===== src/rtl/audio_pkg.sv =====
// Shared definitions for the audio capture and playback blocks.
//   state_t              : recorder state encoding (IDLE, REC, DONE)
//   ADC_MIDSCALE         : sample value that represents silence for the unsigned 8-bit ADC
//   DEFAULT_CLK_FREQ     : system clock frequency in Hz used by recorder and player
//   DEFAULT_SAMPLE_RATE  : audio sample rate in Hz used by recorder and player
package audio_pkg;

  typedef enum logic [1:0] {
    IDLE = 2'd0,
    REC  = 2'd1,
    DONE = 2'd2
  } state_t;

  localparam logic [7:0]  ADC_MIDSCALE        = 8'h80;
  localparam int unsigned DEFAULT_CLK_FREQ    = 100_000_000;
  localparam int unsigned DEFAULT_SAMPLE_RATE = 11_025;

endpackage


===== src/rtl/sample_tick_gen.sv =====
// Sample-period tick generator shared by the audio recorder and player.
// Counts 0..COUNTER_MAX-1 while enabled and raises tick for the single cycle
// in which the count sits at COUNTER_MAX-1.
//   clk  : system clock
//   rst  : synchronous active-high reset
//   en   : count enable
//   clr  : synchronous clear of the count (next cycle starts at 0)
//   tick : single-cycle sample strobe
module sample_tick_gen #(
  parameter int unsigned COUNTER_MAX = 9070
) (
  input  logic clk,
  input  logic rst,
  input  logic en,
  input  logic clr,
  output logic tick
);

  localparam int unsigned CNT_W = (COUNTER_MAX > 1) ? $clog2(COUNTER_MAX) : 1;
  localparam logic [CNT_W-1:0] LAST = CNT_W'(COUNTER_MAX - 1);

  logic [CNT_W-1:0] cnt;

  assign tick = en && (cnt == LAST);

  always_ff @(posedge clk) begin
    if (rst || clr) begin
      cnt <= '0;
    end else if (en) begin
      cnt <= (cnt == LAST) ? '0 : cnt + CNT_W'(1);
    end
  end

endmodule


===== src/rtl/audio_recorder.sv =====
// Audio capture block: records 8-bit ADC samples at SAMPLE_RATE into a sample RAM.
//   clk, rst      : system clock, synchronous active-high reset
//   rec_button    : async pushbutton, rising edge starts or restarts a take
//   stop_button   : async pushbutton, rising edge ends the take
//   adc_valid     : one-cycle ADC conversion strobe
//   adc_data      : unsigned ADC sample, valid with adc_valid
//   mem_we        : single-cycle RAM write enable
//   mem_addr      : RAM write address (meaningful while mem_we=1)
//   mem_wdata     : RAM write data (meaningful while mem_we=1)
//   recording     : high while recording
//   done          : high once a take has completed
//   sample_count  : samples written in the current or last take (saturates at DEPTH)
//   stale         : sticky, some sample period in this take had no fresh ADC data
module audio_recorder
  import audio_pkg::*;
#(
  parameter int unsigned CLK_FREQ    = DEFAULT_CLK_FREQ,
  parameter int unsigned SAMPLE_RATE = DEFAULT_SAMPLE_RATE,
  parameter int unsigned ADDR_W      = 19,
  parameter int unsigned COUNTER_MAX = CLK_FREQ / SAMPLE_RATE
) (
  input  logic              clk,
  input  logic              rst,
  input  logic              rec_button,
  input  logic              stop_button,
  input  logic              adc_valid,
  input  logic [7:0]        adc_data,
  output logic              mem_we,
  output logic [ADDR_W-1:0] mem_addr,
  output logic [7:0]        mem_wdata,
  output logic              recording,
  output logic              done,
  output logic [ADDR_W:0]   sample_count,
  output logic              stale
);

  // Count value at which the last address of the RAM is being written.
  localparam logic [ADDR_W:0] LAST_IDX = {1'b0, {ADDR_W{1'b1}}};

  state_t      state, state_n;
  logic [1:0]  rec_sync, stop_sync;
  logic        rec_prev, stop_prev;
  logic        rec_pulse, stop_pulse;
  logic [7:0]  held;
  logic        fresh;
  logic        tick;
  logic        start;
  logic        do_write;
  logic [7:0]  sample_value;
  logic        sample_fresh;

  assign rec_pulse  = rec_sync[1]  & ~rec_prev;
  assign stop_pulse = stop_sync[1] & ~stop_prev;

  // A strobe arriving in the tick cycle itself is written directly and counts as fresh.
  assign sample_value = adc_valid ? adc_data : held;
  assign sample_fresh = fresh | adc_valid;

  assign recording = (state == REC);
  assign done      = (state == DONE);

  sample_tick_gen #(
    .COUNTER_MAX (COUNTER_MAX)
  ) u_tick (
    .clk  (clk),
    .rst  (rst),
    .en   (state == REC),
    .clr  (start),
    .tick (tick)
  );

  always_comb begin
    state_n  = state;
    start    = 1'b0;
    do_write = 1'b0;
    case (state)
      IDLE: begin
        if (rec_pulse) begin
          start   = 1'b1;
          state_n = REC;
        end
      end
      REC: begin
        // Restart wins over stop and discards a coincident tick.
        if (rec_pulse) begin
          start = 1'b1;
        end else begin
          if (tick) begin
            do_write = 1'b1;
            if (sample_count == LAST_IDX) state_n = DONE;
          end
          if (stop_pulse) state_n = DONE;
        end
      end
      DONE: begin
        if (rec_pulse) begin
          start   = 1'b1;
          state_n = REC;
        end
      end
      default: state_n = IDLE;
    endcase
  end

  always_ff @(posedge clk) begin
    if (rst) begin
      state     <= IDLE;
      rec_sync  <= '0;
      stop_sync <= '0;
      rec_prev  <= 1'b0;
      stop_prev <= 1'b0;
    end else begin
      state     <= state_n;
      rec_sync  <= {rec_sync[0], rec_button};
      stop_sync <= {stop_sync[0], stop_button};
      rec_prev  <= rec_sync[1];
      stop_prev <= stop_sync[1];
    end
  end

  // ADC capture runs in every state; a write consumes the held sample.
  always_ff @(posedge clk) begin
    if (rst) begin
      held  <= ADC_MIDSCALE;
      fresh <= 1'b0;
    end else begin
      if (adc_valid) held <= adc_data;
      if (do_write)       fresh <= 1'b0;
      else if (adc_valid) fresh <= 1'b1;
    end
  end

  // Write port: address and data only change when a write is issued.
  always_ff @(posedge clk) begin
    if (rst) begin
      mem_we       <= 1'b0;
      mem_addr     <= '0;
      mem_wdata    <= '0;
      sample_count <= '0;
      stale        <= 1'b0;
    end else begin
      mem_we <= do_write;
      if (start) begin
        sample_count <= '0;
        stale        <= 1'b0;
      end else if (do_write) begin
        mem_addr     <= sample_count[ADDR_W-1:0];
        mem_wdata    <= sample_value;
        sample_count <= sample_count + 1'b1;
        if (!sample_fresh) stale <= 1'b1;
      end
    end
  end

endmodule


===== config.mk =====
export PLATFORM = sky130hd
export DESIGN_NAME = audio_recorder
export DESIGN_NICKNAME = d
export VERILOG_FILES = /design/src/rtl/audio_pkg.sv /design/src/rtl/sample_tick_gen.sv /design/src/rtl/audio_recorder.sv
export SDC_FILE = /design/constraint.sdc
export NUM_CORES = 1
export LEC_CHECK = 0
export BUFFER_PORTS_ARGS = -buffer_cell sky130_fd_sc_hd__buf_2
export CORE_MARGIN = 3
export CORE_UTILIZATION = 55
export DETAILED_ROUTE_END_ITERATION = 16
export PLACE_DENSITY = 0.91
export SETUP_SLACK_MARGIN = 0.15
export SYNTH_ARGS = -nofsm -noshare
export SYNTH_HDL_FRONTEND = slang
export SYNTH_SLANG_ARGS = --single-unit
export TNS_END_PERCENT = 20

===== constraint.sdc =====
create_clock -name clk -period 3 [get_ports clk]
set_clock_uncertainty 0.05 [all_clocks]
set_input_delay 0.3 -clock clk [delete_from_list [all_inputs] [get_ports clk]]
set_output_delay 0.3 -clock clk [all_outputs]
set_load 0.05 [all_outputs]

==> impl_metrics.csv, run 1 <==
group,metric,value,unit
status,status,"finished clean",
routing,ant_nets,0,
sta,fmax,406,MHz
critical_path,path_max_fanout,44,
routing,drc,0,
run,maxCapViolCount,0,
synth,ys_warn_count,0,
finish,fill_cells,494,
synth,seq_area_frac_synth,46.8,%
routing,wl,7700,um
clocking,clkTransAtPathRegs,90,ps
synth,synth_top_area_share,46.8,%
critical_path,worstSetupPathType,"flop to flop",
clocking,htreeDepth,3,
global_route,grtUsageTotal,21.9,%
global_route,antenna_found_initial,0,
synth,yosys.area.top_type,"dfxtp_1",
routing,wl_per_cell,14.4,um
synth,synth_seq_cells,80,
clocking,numCtsBuffers,9,
critical_path,endpoint_kind,"flop",
sta,hold_viol,0,
synth,async_flop_share,0,%
global_route,grt_remaining_overflow,0,
clocking,hold_buffers,0,
clocking,cts_sinks,80,
sta,period_share,82.2,%
floorplan,fp.dieW,84.9,um
floorplan,start_util,57.4,%
placement,gp_congestion,0.897,
critical_path,required,3230,ps
routing,vias_per_cell,5.90,
floorplan,die_y,84.9,um
critical_path,worstPathArrival,2700,ps
floorplan,design.core.area,5960,sq um
hold_path,hold_depth,2,
floorplan,pin_count,64,
critical_path,r2r_cells,4,
clocking,cts-root-buf,"clkbuf_8",
routing,drtIter0Drc,192,
synth,syn_area_per_cell,8.53,sq um
floorplan,die_area,7200,sq um
finish,final_nets,470,
synth,syn_inst,401,
clocking,insertion_delay,360,ps
clocking,postCtsSetupBuffers,0,
synth,synth_edf_count,0,
synth,synth_area_leaders,"dfxtp_1 (47%), nand3_1 (5.6%), a21oi_1 (5.1%)",
hold_path,hold_class,"primary input to flop",
finish,syn2layout_area_growth,15.6,%
floorplan,rows,28,
routing,first_pass_iters,4,
global_route,grt_max_degree,45,
clocking,cts_tree,"built",
sta,worst_pin_slew,690,ps
synth,synthFlopType,"dfxtp_1",
routing,vias,3149,
critical_path,critPathLaunchType,"flop",
power_and_ir_drop,vdd_ir_drop_max,0.000365,V
synth,synth_fp_nets,417,
power_and_ir_drop,leakage,1.46,nW
sta,rsz0062_at_grt,"false",
finish,post-route-util,66.3,%
global_route,grt_pass1_wl,12900,um
finish,layout-drive-gt1-share,19.6,%
synth,syn_area,3420,sq um
clocking,post_cts_resized,0,
sta,relSlewSlack,54.0,%
synth,synth_cell_types,36,
sta,maxSlewViolCount,0,
power_and_ir_drop,power.density,484,nW/um^2
global_route,first_global_vias,2824,
sta,timing.setup.tns,0,ps
placement,io_buffers,63,
clocking,cts_buffer_depth,2,
placement,hpwl,5240,um
sta,setup_viol,0,
finish,insertedDiodeCount,0,
sta,min_period,2470,ps
==> final timing paths <==
kind / from / end / slack (ps)
setup / recovery: u_tick.cnt[4] / sample_count[9] / 530
hold / removal: rec_button / rec_sync[0] / 100
setup reg to reg: u_tick.cnt[4] / sample_count[9] / 530
hold reg to reg: rec_sync[0] / rec_sync[1] / 390
==> report_power, final <==
part / switching [mW] / internal (mW) / leakage, nW
Clock: 0.419 / 0.336 / 0.0992
Sequential: 0.00678 / 1.07 / 0.647
Combinational: 0.0512 / 0.0248 / 0.715
Total: 0.477 / 1.43 / 1.46
==> per-layer routing <==
| metal | global-route usage, % | share of wire, % | up-vias |
|---|---|---|---|
| li1 | - | - | 1552 |
| met1 | 28.1 | 44 | 1468 |
| met2 | 36.0 | 47 | 114 |
| met3 | 4.08 | 6.5 | 15 |
| met4 | 9.50 | 1.9 | 0 |
| met5 | 0 | 0 | - |
==> cells in the mapped netlist (all sizes together), types with 13 or more instances <==
cell / number
nand3: 38
a21oi: 35
nor4: 14
nor2: 26
clkbuf: 23
or4: 13
dfxtp: 80
o21ai: 32
mux2i: 14
nand2: 34
==> critical path: stages, from the launching register on <==
cell and delay, ps:
dfxtp_1 340, or4_4 570, or4_4 700, or4_1 560
a21oi_1 150
==> cells by family (layout without fill, tap and decap cells) <==
family	Yosys count	in the layout	share of synthesized area (%)
adders and majority gates	3	3	1.10
AOI/OAI and AO/OA	83	83	13.4
xor gates and xnor gates	12	12	3.07
muxes	14	14	4.10
DFF	80	80	46.8
and+or+nand+nor	177	177	27.6
buffers and inverters	32	90	3.95
==> through the flow <==
step           worst slack [ps]  power (mW)  area [sq um]  cells  hold WS [ps]
2_1_floorplan               700        1.16          3420    401           364
3_3_place_gp                613        1.18          3760    518           365
3_5_place_dp                570        1.18          3760    518           373
4_1_cts                     539        1.93          3950    534          82.3
5_1_grt                     443        1.98          3950    534           130
6_report                    534        1.91          3950    534          95.4
==> layout make-up <==
type | instances | area, sq um | area share (%)
Sequential cell | 80 | 1600 | 40.5
Clock buffer | 10 | 138 | 3.48
Multi-Input combinational cell | 289 | 1690 | 42.8
Timing Repair Buffer | 68 | 353 | 8.93
Tap cell | 75 | 93.8 | 2.37
Inverter | 6 | 22.5 | 0.570
Clock inverter | 6 | 51.3 | 1.30
==> cells in the final DEF (no fill, tap or decap), drive strengths merged, types with 7 or more instances in the layout <==
cell,n
o31ai,10
xnor2,10
mux2i,14
or4,13
nand3,38
nor3,7
a21oi,35
nand4,9
nand2b,10
nor2,26
o21ai,32
nor4,14
inv,8
clkbuf,10
dfxtp,80
nand2,34
buf,68
nor2b,10
==> registers in the layout (all words and copies together) (netlist names) <==
signal and count:
mem_wdata 8, fresh 1, rec_sync 2, stop_sync 2, mem_addr 19, held 8
stop_prev 1, rec_prev 1, u_tick.cnt 14, mem_we 1, state 2, stale 1
sample_count 20
Note: power is estimated with default switching activity, not from simulation.
==> run 2, diff against run 1 <==
--- a/config.mk
+++ b/config.mk
@@ -7,9 +7,9 @@
 export LEC_CHECK = 0
 export BUFFER_PORTS_ARGS = -buffer_cell sky130_fd_sc_hd__buf_2
 export CORE_MARGIN = 3
-export CORE_UTILIZATION = 55
+export CORE_UTILIZATION = 49
 export DETAILED_ROUTE_END_ITERATION = 16
-export PLACE_DENSITY = 0.91
+export PLACE_DENSITY = 0.87
 export SETUP_SLACK_MARGIN = 0.15
 export SYNTH_ARGS = -nofsm -noshare
 export SYNTH_HDL_FRONTEND = slang
==> constraint.sdc (replaced) <==
create_clock -name clk -period 2 [get_ports clk]
set_clock_uncertainty 0.05 [all_clocks]
set_input_delay 0.2 -clock clk [delete_from_list [all_inputs] [get_ports clk]]
set_output_delay 0.2 -clock clk [all_outputs]
set_load 0.05 [all_outputs]
==> run 2 against run 1 <==
  * Cell count increased by 11%
  * Sequential share of layout area shrank 4.8 points
  * Sequential cell count unchanged
  * The flow now finishes with violations (negative setup slack)
  * Power increased by 54%
  * Highest routed layer unchanged
  * Register-to-register slack lost 770 ps
==> impl_metrics.csv, run 2 (synthesis gave the netlist of run 1 again) <==
group,metric,value,unit
status,status,"finished with violations",
status,failed_checks,"negative setup slack",
floorplan,rows,29,
floorplan,design.core.area,6570,sq um
critical_path,critPathLaunchType,"flop",
global_route,grtUsageTotal,22.7,%
routing,first_pass_iters,5,
critical_path,path_max_fanout,5,
global_route,grt_pass1_wl,14200,um
clocking,numCtsBuffers,9,
sta,hold_viol,0,
power_and_ir_drop,power.density,657,nW/um^2
hold_path,holdCritStartpoint,"adc_data[4]",
critical_path,worstPathArrival,2470,ps
clocking,clkTransAtPathRegs,80,ps
finish,layout_common_cells,"dfxtp_1 (79), buf_2 (63), nand3_1 (38), buf_4 (36), a21oi_1 (35)",
clocking,htreeDepth,3,
finish,fin_area,4480,sq um
power_and_ir_drop,switching_share,23.8,%
finish,largest_reg_flops,20,
critical_path,r2r_slack,-240,ps
sta,timing.setup.tns,-5700,ps
clocking,cts-root-buf,"clkbuf_8",
power_and_ir_drop,internal-power,2.24,mW
routing,vias,3334,
floorplan,die_y,89.5,um
routing,wl_per_cell,14.9,um
finish,regMostFlops,"sample_count",
critical_path,regToRegStartpoint,"u_tick.cnt[10]",
global_route,grt_max_degree,27,
routing,wl,8820,um
run,maxCapViolCount,0,
sta,fmax,446,MHz
critical_path,r2r-end,"sample_count[15]",
clocking,insertion_delay,360,ps
finish,insertedDiodeCount,0,
critical_path,r2r_cells,5,
placement,io_buffers,63,
placement,hpwl,5900,um
critical_path,endpoint_kind,"flop",
sta,fin_ws,-241,ps
finish,final_nets,509,
power_and_ir_drop,power.total,2.95,mW
critical_path,worstSetupPathType,"flop to flop",
clocking,cts_buffer_depth,2,
clocking,cts_sinks,80,
hold_path,holdPathEnd,"held[4]",
sta,hold-worst-slack,69.4,ps
power_and_ir_drop,leakage,1.80,nW
global_route,first_global_vias,3041,
critical_path,required,2230,ps
finish,layout-drive-gt1-share,28.1,%
routing,drc,0,
sta,min_period,2240,ps
placement,place_area,4060,sq um
power_and_ir_drop,power.net_switching,0.703,mW
finish,syn2layout_area_growth,31.1,%
routing,ant_nets,0,
global_route,antenna_found_initial,0,
power_and_ir_drop,power_frac_seq,54.8,%
finish,reg_top3,"sample_count x20, mem_addr x19, u_tick.cnt x14",
sta,relSlewSlack,64.9,%
clocking,cts_tree,"built",
placement,gp_congestion,0.867,
routing,drtIter0Drc,259,
hold_path,hold_depth,3,
finish,final_common_cell,"dfxtp_1",
sta,rsz0062_at_grt,"true",
power_and_ir_drop,pwr-share-clk,40.4,%
sta,worst_pin_slew,524,ps
floorplan,start_util,52.1,%
global_route,grt_remaining_overflow,0,
hold_path,hold_class,"primary input to flop",
sta,period_share,112,%
power_and_ir_drop,vdd_ir_drop_max,0.000475,V
floorplan,fp.dieW,89.5,um
floorplan,die_area,8020,sq um
routing,vias_per_cell,5.64,
sta,maxSlewViolCount,0,
sta,setup_viol,61,
power_and_ir_drop,combPwrFrac,4.8,%
floorplan,pin_count,64,
run 2: changes by cell type in the layout (fill, tap and decap cells not counted), moves of 3 or more:
| cell | before | now |
|---|---|---|
| buf_4 | 5 | 36 |
| o21ai_0 | 32 | 22 |
| o21ai_1 | 0 | 10 |
| nor4_4 | 0 | 9 |
| nor4_1 | 13 | 5 |
| buf_6 | 0 | 3 |
run 2: repair_timing:
item / CTS / global route
endpoints found under the setup margin: 66 / 66
buffers inserted: 0 / 1
hold buffers: 2 / 0
gates resized for setup: 21 / 18
gates cloned: 0 / 1
endpoints found under the hold margin: 2 / 0
pin swaps: 1 / 9
run 2: worst max-delay path by stage:
stage                         startpoint                to  slack [ps]
final                     u_tick.cnt[10]  sample_count[15]        -240
after detailed placement  u_tick.cnt[10]  sample_count[15]        -310
after floorplan           u_tick.cnt[10]   sample_count[7]        -200
after global routing      u_tick.cnt[10]   sample_count[5]        -300
after global placement    u_tick.cnt[10]  sample_count[17]        -190
after CTS                 u_tick.cnt[10]   sample_count[9]        -240
run 2: layout make-up:
| type | count | area (sq um) |
|---|---|---|
| clock buffers | 10 | 128 |
| clock inverters | 6 | 67.6 |
| inverters | 6 | 22.5 |
| well taps | 93 | 116 |
| flip-flops and latches | 80 | 1600 |
| fillers | 490 | 2080 |
| multi-input cells | 289 | 1840 |
| repair buffers | 107 | 704 |
run 2: power by group through the flow:
stage | clock, mW | combinational [mW] | sequential, mW
after CTS | 1.21 | 0.140 | 1.62
after global placement | 0 | 0.132 | 1.65
after global routing | 1.27 | 0.157 | 1.62
after detailed placement | 0 | 0.136 | 1.65
final | 1.19 | 0.142 | 1.62
after floorplan | 0 | 0.0865 | 1.65
run 2: worst max-delay path: stages, from the launching register on:
cell,delay [ps]
dfxtp_2,320
or4_4,540
or4_4,550
buf_12,170
nor4_4,290
mux2i_1,240
run 2: per-stage QoR:
step                      setup WS, ps  cells  utilization (%)
after CTS                         -238    589             67.2
after floorplan                   -204    401                -
after global routing              -304    591             68.3
after detailed placement          -308    571             61.8
final                             -241    591             68.3
after global placement            -190    571             61.8
run 2: layer usage:
metal  vias to the layer above  part of all wire [%]  track usage (%)
met1                      1581                    44             29.6
li1                       1625                     -                -
met3                        18                   5.7             6.64
met5                         -                     0                0
met4                         0                   2.2             8.66
met2                       110                    49             35.6
==> run 3, diff against run 2 <==
--- a/config.mk
+++ b/config.mk
@@ -5,9 +5,10 @@
 export SDC_FILE = /design/constraint.sdc
 export NUM_CORES = 1
 export LEC_CHECK = 0
+export ABC_AREA = 1
 export BUFFER_PORTS_ARGS = -buffer_cell sky130_fd_sc_hd__buf_2
 export CORE_MARGIN = 3
-export CORE_UTILIZATION = 49
+export CORE_UTILIZATION = 50
 export DETAILED_ROUTE_END_ITERATION = 16
 export PLACE_DENSITY = 0.87
 export SETUP_SLACK_MARGIN = 0.15
==> run 3 against run 2 <==
  * The run now ends clean
  * Final area decreased by 4.3%
  * Cell count rose by 16%
  * Via count up 2.1%
  * Critical path depth grew 2
  * Global-route usage fell by 2.2 points
  * Die area grew 4.2%
  * Critical endpoint is now mem_addr[13]
  * Highest routed layer unchanged
==> impl_metrics.csv, run 3 <==
group,metric,value,unit
floorplan,pin_count,64,
power_and_ir_drop,power.density,749,nW/um^2
floorplan,fp.dieW,91.4,um
sta,relSlewSlack,68.2,%
clocking,postCtsSetupBuffers,0,
synth,synth_cell_types,29,
run,maxCapViolCount,0,
synth,seq_area_frac_synth,43.9,%
critical_path,crit_buf_inv,0,
finish,largest_reg_flops,20,
sta,timing.setup.tns,0,ps
routing,ant_nets,0,
critical_path,slowest_stage,"dfxtp_1",
finish,multi_input_comb_area,1740,sq um
synth,synth_common_cells,"nand2_1 (195), dfxtp_1 (80), nor2_1 (67)",
placement,io_buffers,63,
synth,syn_area_per_cell,6.99,sq um
placement,gp_congestion,0.945,
finish,final_nets,603,
synth,async_flop_share,0,%
synth,synth_top_area_share,43.9,%
sta,hold_viol,0,
routing,drc,0,
synth,synth_seq_cells,80,
status,status,"finished clean",
finish,reg_top3,"sample_count x20, mem_addr x19, u_tick.cnt x14",
floorplan,die_area,8350,sq um
routing,wl_per_cell,11.7,um
critical_path,cp_slowest_stage_delay,420,ps
floorplan,die_y,91.4,um
clocking,numCtsBuffers,9,
floorplan,design.core.area,6940,sq um
critical_path,cpMostUsedCell,"nand2_1",
routing,vias,3403,
critical_path,critPathLaunchType,"flop",
finish,insertedDiodeCount,0,
clocking,cts-root-buf,"clkbuf_8",
critical_path,endpoint_kind,"flop",
power_and_ir_drop,vdd_ir_drop_max,0.000566,V
synth,syn_inst,522,
finish,fill_cells,638,
finish,regMostFlops,"sample_count",
floorplan,rows,30,
synth,synthFlopType,"dfxtp_1",
sta,setup_viol,0,
placement,hpwl,5690,um
synth,synth_edf_count,0,
finish,final_common_cell,"nand2_1",
clocking,clkTransAtPathRegs,80,ps
finish,layout-drive-gt1-share,18.6,%
finish,layout_common_cells,"nand2_1 (195), dfxtp_1 (78), nor2_1 (66), buf_2 (63), inv_1 (46)",
hold_path,hold_class,"primary input to flop",
global_route,grt_pass1_wl,14300,um
power_and_ir_drop,power.total,3.21,mW
routing,wl,8030,um
clocking,cts_tree,"built",
clocking,cts_buffer_depth,2,
routing,vias_per_cell,4.95,
clocking,cts_sinks,80,
synth,yosys.area.top_type,"dfxtp_1",
routing,drtIter0Drc,133,
critical_path,worstSetupPathType,"flop to flop",
critical_path,crit_family,"simple AND/OR/NAND/NOR gates",
critical_path,cp_cell_sequence,"ha_1, nand4_1, nor2_4, nand3_4, nor2_8, nand2_1, nand2_1",
synth,synth_fp_nets,538,
synth,ys_warn_count,0,
sta,min_period,1710,ps
synth,synth_area_leaders,"dfxtp_1 (44%), nand2_1 (20%), nor2_1 (6.9%)",
finish,syn2layout_area_growth,17.7,%
global_route,antenna_found_initial,0,
critical_path,required,2250,ps
clocking,htreeDepth,3,
global_route,first_global_vias,3323,
sta,period_share,85.3,%
routing,first_pass_iters,5,
sta,rsz0062_at_grt,"true",
synth,synth_most_common_cell,"nand2_1",
global_route,grtUsageTotal,20.5,%
finish,seq_area,1600,sq um
global_route,grt_max_degree,27,
critical_path,path_max_fanout,26,
floorplan,start_util,52.5,%
sta,fmax,586,MHz
sta,worst_pin_slew,477,ps
critical_path,worstPathArrival,1960,ps
sta,maxSlewViolCount,0,
synth,syn_area,3650,sq um
global_route,grt_remaining_overflow,0,
clocking,insertion_delay,350,ps
power_and_ir_drop,leakage,1.90,nW
-- run 3: logic make-up (layout without fill, tap and decap cells) --
family          Yosys count  count (layout)  share of synthesized area [%]
simple gates            315             315                           37.2
flops                    80              80                           43.9
buf+inv                  69             139                           8.54
compound gates           38              38                           5.28
xor+xnor                 17              17                           4.08
fa+ha+maj                 3               3                           1.03
-- run 3: metal layers --
| layer | wire length [um] | track usage, % |
|---|---|---|
| met5 | 0 | 0 |
| met4 | 101 | 6.78 |
| met3 | 390 | 5.22 |
| met2 | 4020 | 36.9 |
| met1 | 3520 | 23.5 |
-- run 3: power breakdown --
part / leakage [nW] / internal (mW) / switching (mW)
registers: 0.648 / 1.61 / 0.00949
clock network: 0.123 / 0.869 / 0.602
logic: 1.13 / 0.0379 / 0.0830
total: 1.90 / 2.52 / 0.695
-- run 3: per-stage QoR --
step	area, sq um	util (%)	cells	hold WS (ps)	setup WS [ps]
finish	4290	61.8	688	39.8	294
CTS	4280	61.7	688	32.7	277
global placement	4010	57.7	670	341	354
detailed placement	4010	57.7	670	354	306
floorplan	3650	-	522	257	288
global route	4290	61.8	688	50.1	137
-- run 3: timing repair --
| item | 4_1_cts | 5_1_grt |
|---|---|---|
| hold endpoints to repair | 2 | 0 |
| gates resized for setup | 0 | 3 |
| hold buffers | 2 | 0 |
| endpoints found under the setup margin | 0 | 15 |
-- run 3: area by class of cell --
type,count,share of cell area [%]
Sequential cell,80,37.4
Inverter,53,4.64
Timing Repair Buffer,70,8.78
Tap cell,96,2.80
Clock inverter,6,2.68
Multi-Input combinational cell,373,40.5
Clock buffer,10,3.21
-- run 3: tightest hold or removal path, delay by kind of cell --
family / cells / cell delay (ps)
simple gates: 2 / 140
buf+inv: 1 / 80
-- run 3: final timing paths --
kind	end	slack (ps)	cells after the start	startpoint
worst max-delay path	mem_addr[13]	290	7	u_tick.cnt[0]
worst min-delay path	held[7]	40	3	adc_data[7]
worst max register to register	mem_addr[13]	290	7	u_tick.cnt[0]
worst min register to register	rec_sync[1]	360	2	rec_sync[0]
